<file path="src/rtl/stage_execute_pkg.sv">
// ============================================================================
// Module  : stage_execute_pkg
// Brief   : Opcode bit indices, hazard predicates and FSM encodings shared by
//           the execute stage and its ALU.
// Revision: 1.0
// ============================================================================
`default_nettype none

package stage_execute_pkg;

    localparam int OP_PTR_INC = 0;
    localparam int OP_PTR_DEC = 1;
    localparam int OP_INC     = 2;
    localparam int OP_DEC     = 3;
    localparam int OP_OUT     = 4;
    localparam int OP_IN      = 5;
    localparam int OP_JZ      = 6;
    localparam int OP_JNZ     = 7;
    localparam int OPCODE_MSB = 7;

    typedef enum logic [1:0] {
        RUN     = 2'd0,
        IN_WAIT = 2'd1,
        IN_CAP  = 2'd2
    } ex_state_e;

    // Ops that change the cell value once they reach writeback.
    function automatic logic is_writer(input logic [OPCODE_MSB:0] op);
        return op[OP_INC] | op[OP_DEC] | op[OP_IN];
    endfunction

    // Ops whose result depends on the current cell value.
    function automatic logic is_reader(input logic [OPCODE_MSB:0] op);
        return op[OP_INC] | op[OP_DEC] | op[OP_OUT];
    endfunction

endpackage

`default_nettype wire

</file>
<file path="src/rtl/stage_execute_alu.sv">
// ============================================================================
// Module  : stage_execute_alu
// Brief   : Combinational result datapath: d, one-hot op, captured input byte.
// Revision: 1.0
// ============================================================================
`default_nettype none

module stage_execute_alu
    import stage_execute_pkg::*;
#(
    parameter int D_WIDTH = 8
) (
    input  logic [D_WIDTH-1:0]  d,
    input  logic [OPCODE_MSB:0] op,
    input  logic [7:0]          cd,
    output logic [D_WIDTH-1:0]  result
);

    logic [D_WIDTH-1:0] cd_fit;

    // The input byte is zero-extended or truncated to the cell width.
    assign cd_fit = D_WIDTH'(cd);

    always_comb begin
        result = d;
        if (op[OP_INC]) begin
            result = d + D_WIDTH'(1);
        end else if (op[OP_DEC]) begin
            result = d - D_WIDTH'(1);
        end else if (op[OP_IN]) begin
            result = cd_fit;
        end
    end

endmodule

`default_nettype wire

</file>
<file path="src/rtl/stage_execute.sv">
// ============================================================================
// Module  : stage_execute
// Brief   : Execute stage feeding writeback; IN handshake and RAW hazard
//           handling. Define STAGE_EXECUTE_FORWARD_EN to bypass instead of stall.
// Revision: 1.0
// ============================================================================
`default_nettype none

module stage_execute
    import stage_execute_pkg::*;
#(
    parameter int A_WIDTH = 12,
    parameter int D_WIDTH = 8
) (
    input  logic                clk,
    input  logic                reset,
    input  logic [D_WIDTH-1:0]  d_in,
    input  logic [OPCODE_MSB:0] operation_in,
    output logic                ack,
    input  logic                ack_in,
    output logic [OPCODE_MSB:0] operation,
    output logic [D_WIDTH-1:0]  a,
    input  logic [7:0]          cd,
    input  logic                crda,
    output logic                cre
);

    ex_state_e           state_q, state_d;
    logic                cre_q, cre_d;
    logic [OPCODE_MSB:0] operation_q, operation_d;
    logic [D_WIDTH-1:0]  a_q, a_d;
    logic [7:0]          hold_q, hold_d;
    logic [D_WIDTH-1:0]  alu_d;
    logic [D_WIDTH-1:0]  result;
    logic [7:0]          in_byte;
    logic                in_op;
    logic                in_blocked;
    logic                stall;
    logic [A_WIDTH-1:0]  unused_a_width;

    assign unused_a_width = '0;
    assign in_op          = operation_in[OP_IN];
    assign in_blocked     = in_op && (state_q != IN_CAP);

    // The byte on cd is only valid while the strobe is out; afterwards use the copy.
    assign in_byte = cre_q ? cd : hold_q;
    assign hold_d  = in_byte;

`ifdef STAGE_EXECUTE_FORWARD_EN
    logic [D_WIDTH-1:0] fwd_q, fwd_d;

    assign stall = in_blocked;
    assign alu_d = is_writer(operation_q) ? fwd_q : d_in;
    assign fwd_d = (ack_in && !stall) ? result : fwd_q;

    always_ff @(posedge clk or negedge reset) begin
        if (!reset) begin
            fwd_q <= '0;
        end else begin
            fwd_q <= fwd_d;
        end
    end
`else
    logic hazard;

    // One bubble lets writeback commit so d_in is current on the retry.
    assign hazard = is_writer(operation_q) && is_reader(operation_in);
    assign stall  = hazard || in_blocked;
    assign alu_d  = d_in;
`endif

    stage_execute_alu #(
        .D_WIDTH (D_WIDTH)
    ) u_alu (
        .d      (alu_d),
        .op     (operation_in),
        .cd     (in_byte),
        .result (result)
    );

    always_comb begin
        operation_d = operation_q;
        a_d         = a_q;
        if (ack_in) begin
            if (stall) begin
                operation_d = '0;
            end else begin
                operation_d = operation_in;
                a_d         = result;
            end
        end
    end

    always_comb begin
        state_d = state_q;
        cre_d   = 1'b0;
        case (state_q)
            RUN: begin
                if (in_op) begin
                    if (crda) begin
                        cre_d   = 1'b1;
                        state_d = IN_CAP;
                    end else begin
                        state_d = IN_WAIT;
                    end
                end
            end
            IN_WAIT: begin
                if (crda) begin
                    cre_d   = 1'b1;
                    state_d = IN_CAP;
                end
            end
            IN_CAP: begin
                if (ack_in) begin
                    state_d = RUN;
                end
            end
            default: state_d = RUN;
        endcase
    end

    always_ff @(posedge clk or negedge reset) begin
        if (!reset) begin
            state_q     <= RUN;
            cre_q       <= 1'b0;
            operation_q <= '0;
            a_q         <= '0;
            hold_q      <= '0;
        end else begin
            state_q     <= state_d;
            cre_q       <= cre_d;
            operation_q <= operation_d;
            a_q         <= a_d;
            hold_q      <= hold_d;
        end
    end

    assign ack       = ack_in && !stall;
    assign operation = operation_q;
    assign a         = a_q;
    assign cre       = cre_q;

endmodule

`default_nettype wire

</file>
<file path="config.mk">
export PLATFORM = sky130hd
export DESIGN_NAME = stage_execute
export DESIGN_NICKNAME = d
export VERILOG_FILES = /design/src/rtl/stage_execute_pkg.sv /design/src/rtl/stage_execute_alu.sv /design/src/rtl/stage_execute.sv
export SDC_FILE = /design/constraint.sdc
export NUM_CORES = 1
export LEC_CHECK = 0
export CORE_AREA = 2 2 57 70
export CTS_BUF_LIST = sky130_fd_sc_hd__clkbuf_2 sky130_fd_sc_hd__clkbuf_4 sky130_fd_sc_hd__clkbuf_8
export CTS_CLUSTER_DIAMETER = 80
export DETAILED_ROUTE_END_ITERATION = 16
export DIE_AREA = 0 0 59 72
export PLACE_DENSITY_LB_ADDON = 0.08
export SLEW_MARGIN = 20
export SYNTH_ARGS = -nofsm -noshare
export SYNTH_HDL_FRONTEND = slang
export SYNTH_HIERARCHICAL = 1
export SYNTH_SLANG_ARGS = --single-unit
</file>
<file path="constraint.sdc">
create_clock -name clk -period 1.75 [get_ports clk]
set_input_delay 0.35 -clock clk [delete_from_list [all_inputs] [get_ports clk]]
set_output_delay 0.35 -clock clk [all_outputs]
set_load 0.05 [all_outputs]
</file>
==> metrics.csv <==
stage,metric,value,unit
place,port_buffers,45,
worst_hold_path,hold_class,input pin to async pin,
run,cap_viol_max_count,0,
floorplanning,floorplan.io_pins,46,
critical_path,worstRegToRegCells,4,
floorplanning,width_of_the_die,59,um
clocking,cts.clk_slew.worst_paths,0.10,ns
sta,final.setup_skew,0.006152,ns
detailed_routing,dr.first_iter.drc_count,26,
floorplanning,std_cell_rows,24,
sta,min_period,1.705,ns
detailed_routing,antenna_left,0,
floorplanning,core_area,0.003543,mm^2
clocking,cts-hold-fix-buffers,0,
floorplanning,die-area,0.004248,mm^2
synthesis,sequential_fraction_of_the_synthesis_area,43.94,%
sta,setup_viol,0,
synthesis,ys.flop_type,sky130_fd_sc_hd__dfrtp_1,
critical_path,worst_ep_arrival_time,1.88,ns
detailed_routing,wirelength,4118,um
critical_path,crit_path_start_kind,input pin,
synthesis,mappedNetlistArea,0.001538,mm^2
place,place_hpwl,3146,um
clocking,cts-root-to-sink-buffers,2,
clocking,clock_tree_from_tritoncts,yes,
sta,worst_slew_margin_rel,76.73,%
global_route,maximum_number_of_pins_on_one_net_before_global_route_repair,28,
place,routabilityCongestion,0.9002,
final_layout,diodes,0,
synthesis,synth.top_cell.area_share,43.94,%
critical_path,worst_setup_path_end_kind,register,
synthesis,yosys_warnings,6,
power,p_int,1414,uW
sta,min_period_over_period,97.41,%
synthesis,syn_inst,146,
power,switching_share,41.11,%
detailed_routing,detail_route.drc_violations,0,
clocking,clock_tree.root_cell,sky130_fd_sc_hd__clkbuf_8,
clocking,cts.htree.levels,1,
final_layout,final_net_count,242,
power,vdd_drop_max,0.0006179,V
detailed_routing,vias_per_cell,5.520,
global_route,gr-total-overflow,0,
critical_path,timing.critical_path.required,1.93,ns
power,cellLeakagePower,0.001019,uW
floorplanning,die_y,72,um
sta,finalHoldViolations,0,
global_route,grt_pass1_vias,1495,
synthesis,postSynthAreaPerCell,10.53,um^2
final_layout,layout.cell_area.non_filler,0.002265,mm^2
detailed_routing,final_routed_wire_length_divided_by_cell_count,16.47,um
power,power.combinational.fraction,47.8,%
synthesis,total_of_flip_flops_plus_latches_after_synthesis,27,
run_status,outcome,"finished, final reports clean",
detailed_routing,drtPass1Iterations,4,
place,dpl_cell_area,0.002155,mm^2
sta,slew_violations,0,
power,clockPowerShare,15.2,%
critical_path,path_max_fanout,6,
floorplanning,start_util,43.40,%
final_layout,fillerInstances,322,
synthesis,asyncSetResetFlopFracSynth,100.0,%
synthesis,ys_top_cells_by_area,"sky130_fd_sc_hd__dfrtp_1, sky130_fd_sc_hd__mux2_2, sky130_fd_sc_hd__o2bb2ai_1, sky130_fd_sc_hd__inv_1, sky130_fd_sc_hd__mux2i_1",
critical_path,path_class,input pin to register,
synthesis,netlist-cell-type-count,39,
power,total_power,2402,uW
clocking,worstSkewPairLatency,0.28,ns
synthesis,synth_edf_count,0,
detailed_routing,detailroute.via_count,1380,
sta,worst-slew-pin-transition,0.3490,ns
clocking,cts_inserted_buffers,3,
power,power_per_cell_area,1061,mW/mm^2
power,power.switching,987.6,uW
power,power_frac_seq,37.0,%
final_layout,layout-area-overhead-vs-synth,47.27,%
final_layout,post_route_cells_drive_above_1_share,41.71,%
clocking,tritoncts_num_sinks,27,
sta,fmaxAchievable,586.6,MHz
global_route,grt_use_total,20.90,%
synthesis,largest_area_contributor_in_the_netlist,sky130_fd_sc_hd__dfrtp_1,
synthesis,syn-num-nets,176,
global_route,grt_first_pass_wirelength,6720,um
sta,grt_setup_unrepaired,no,
global_route,number_of_antenna_violations_at_the_first_check_in_global_routing,0,
Yosys cell counts, types with 3 or more instances:
cell / n
sky130_fd_sc_hd__nor3_1: 5
sky130_fd_sc_hd__dfrtp_1: 27
sky130_fd_sc_hd__mux2i_1: 4
sky130_fd_sc_hd__nand2_1: 8
sky130_fd_sc_hd__o21ai_0: 7
sky130_fd_sc_hd__o2bb2ai_1: 8
sky130_fd_sc_hd__inv_1: 13
sky130_fd_sc_hd__a21oi_1: 5
sky130_fd_sc_hd__clkbuf_1: 5
sky130_fd_sc_hd__xnor2_1: 3
sky130_fd_sc_hd__mux2_2: 15
sky130_fd_sc_hd__o21a_1: 3
sky130_fd_sc_hd__nand3_1: 4
sky130_fd_sc_hd__nor2b_1: 3
sky130_fd_sc_hd__nor2_1: 5
power by group through the flow:
stage               Clock [uW]  Sequential [uW]  Combinational (uW)
floorplan                    0             1280                 348
global placement             0              887                1110
detailed placement           0              896                1130
CTS                        377              890                1150
global route               403              913                1210
finish                     365              888                1150
what timing repair did:
item	CTS	global route
setup buffers	2	0
setup endpoints to repair	9	6
gates resized for setup	19	9
pin swaps	9	6
registers in the layout, indices dropped and copies added, names as in the netlist:
| register | cells |
|---|---|
| a | 8 |
| operation | 8 |
| state_q | 2 |
| cre | 1 |
| hold_q | 8 |
routing by layer:
layer / track usage (%) / part of all wire [%] / vias up
met1: 24.37 / 41 / 672
met3: 4.100 / 5.2 / 7
met2: 36.79 / 52 / 46
li1: - / - / 655
met4: 8.586 / 1.7 / 0
met5: 0 / 0 / -
area by class of cell:
cell class | instances | area, um^2 | share of cell area, %
tap | 39 | 48.80 | 2.155
clock buffer | 3 | 41.29 | 1.823
inverter | 14 | 56.30 | 2.486
clock inverter | 1 | 5.005 | 0.2210
timing repair buffer | 69 | 591.8 | 26.13
multi-input combinational | 97 | 840.8 | 37.13
sequential | 27 | 680.7 | 30.06
path summary, 6_finish.rpt:
check,from,slack (ns),endpoint
worst max-delay path,d_in[5],0.05,a[7]
worst min-delay path,reset,0.44,hold_q[0]
worst max register to register,cre,0.13,a[6]
worst min register to register,operation[7],0.51,operation[7]
max in group asynchronous,reset,1.03,operation[2]
min in group clk,operation_in[2],0.50,operation[2]
logic make-up (layout without fill, tap and decap cells):
group / after synthesis / in the layout / share of synthesized area, %
and+or+nand+nor: 37 / 37 / 14.08
AOI/OAI and AO/OA: 34 / 34 / 17.09
DFF: 27 / 27 / 43.94
buffers and inverters: 22 / 87 / 6.428
muxes: 20 / 20 / 14.56
xor gates and xnor gates: 4 / 4 / 2.279
adders and majority gates: 2 / 2 / 1.627
metrics by stage:
stage	hold slack, ns	setup TNS, ns	worst slack, ns	utilization, %	cells
finish	0.4449	0	0.04525	63.91	250
global route	0.4711	0	0.0005861	63.91	250
CTS	0.4658	0	0.01176	63.42	250
detailed placement	0.4823	-4.476	-0.4692	60.81	244
global placement	0.4748	-3.870	-0.4159	60.81	244
floorplan	0.05441	-0.01851	-0.01214	-	146
critical path, cell delays in order:
cell	delay, ns
sky130_fd_sc_hd__clkdlybuf4s50_1	0.50
sky130_fd_sc_hd__buf_4	0.17
sky130_fd_sc_hd__nand4_1	0.14
sky130_fd_sc_hd__o21a_1	0.20
sky130_fd_sc_hd__nor3_1	0.18
sky130_fd_sc_hd__a221oi_2	0.06
sky130_fd_sc_hd__mux2_4	0.28
layout by cell type, fill, tap and decap left out, drive strengths merged, types with 5 or more instances in the layout:
master,Yosys,routed
buf,3,42
dfrtp,27,27
clkdlybuf4s50,0,17
mux2,16,16
inv,13,12
o2bb2ai,8,8
nand2,8,8
o21ai,7,7
nor3,7,7
dlygate4sd2,0,6
a21oi,5,5
nor2,5,5
clkbuf,5,5
Note: power is estimated with default switching activity, not from simulation.
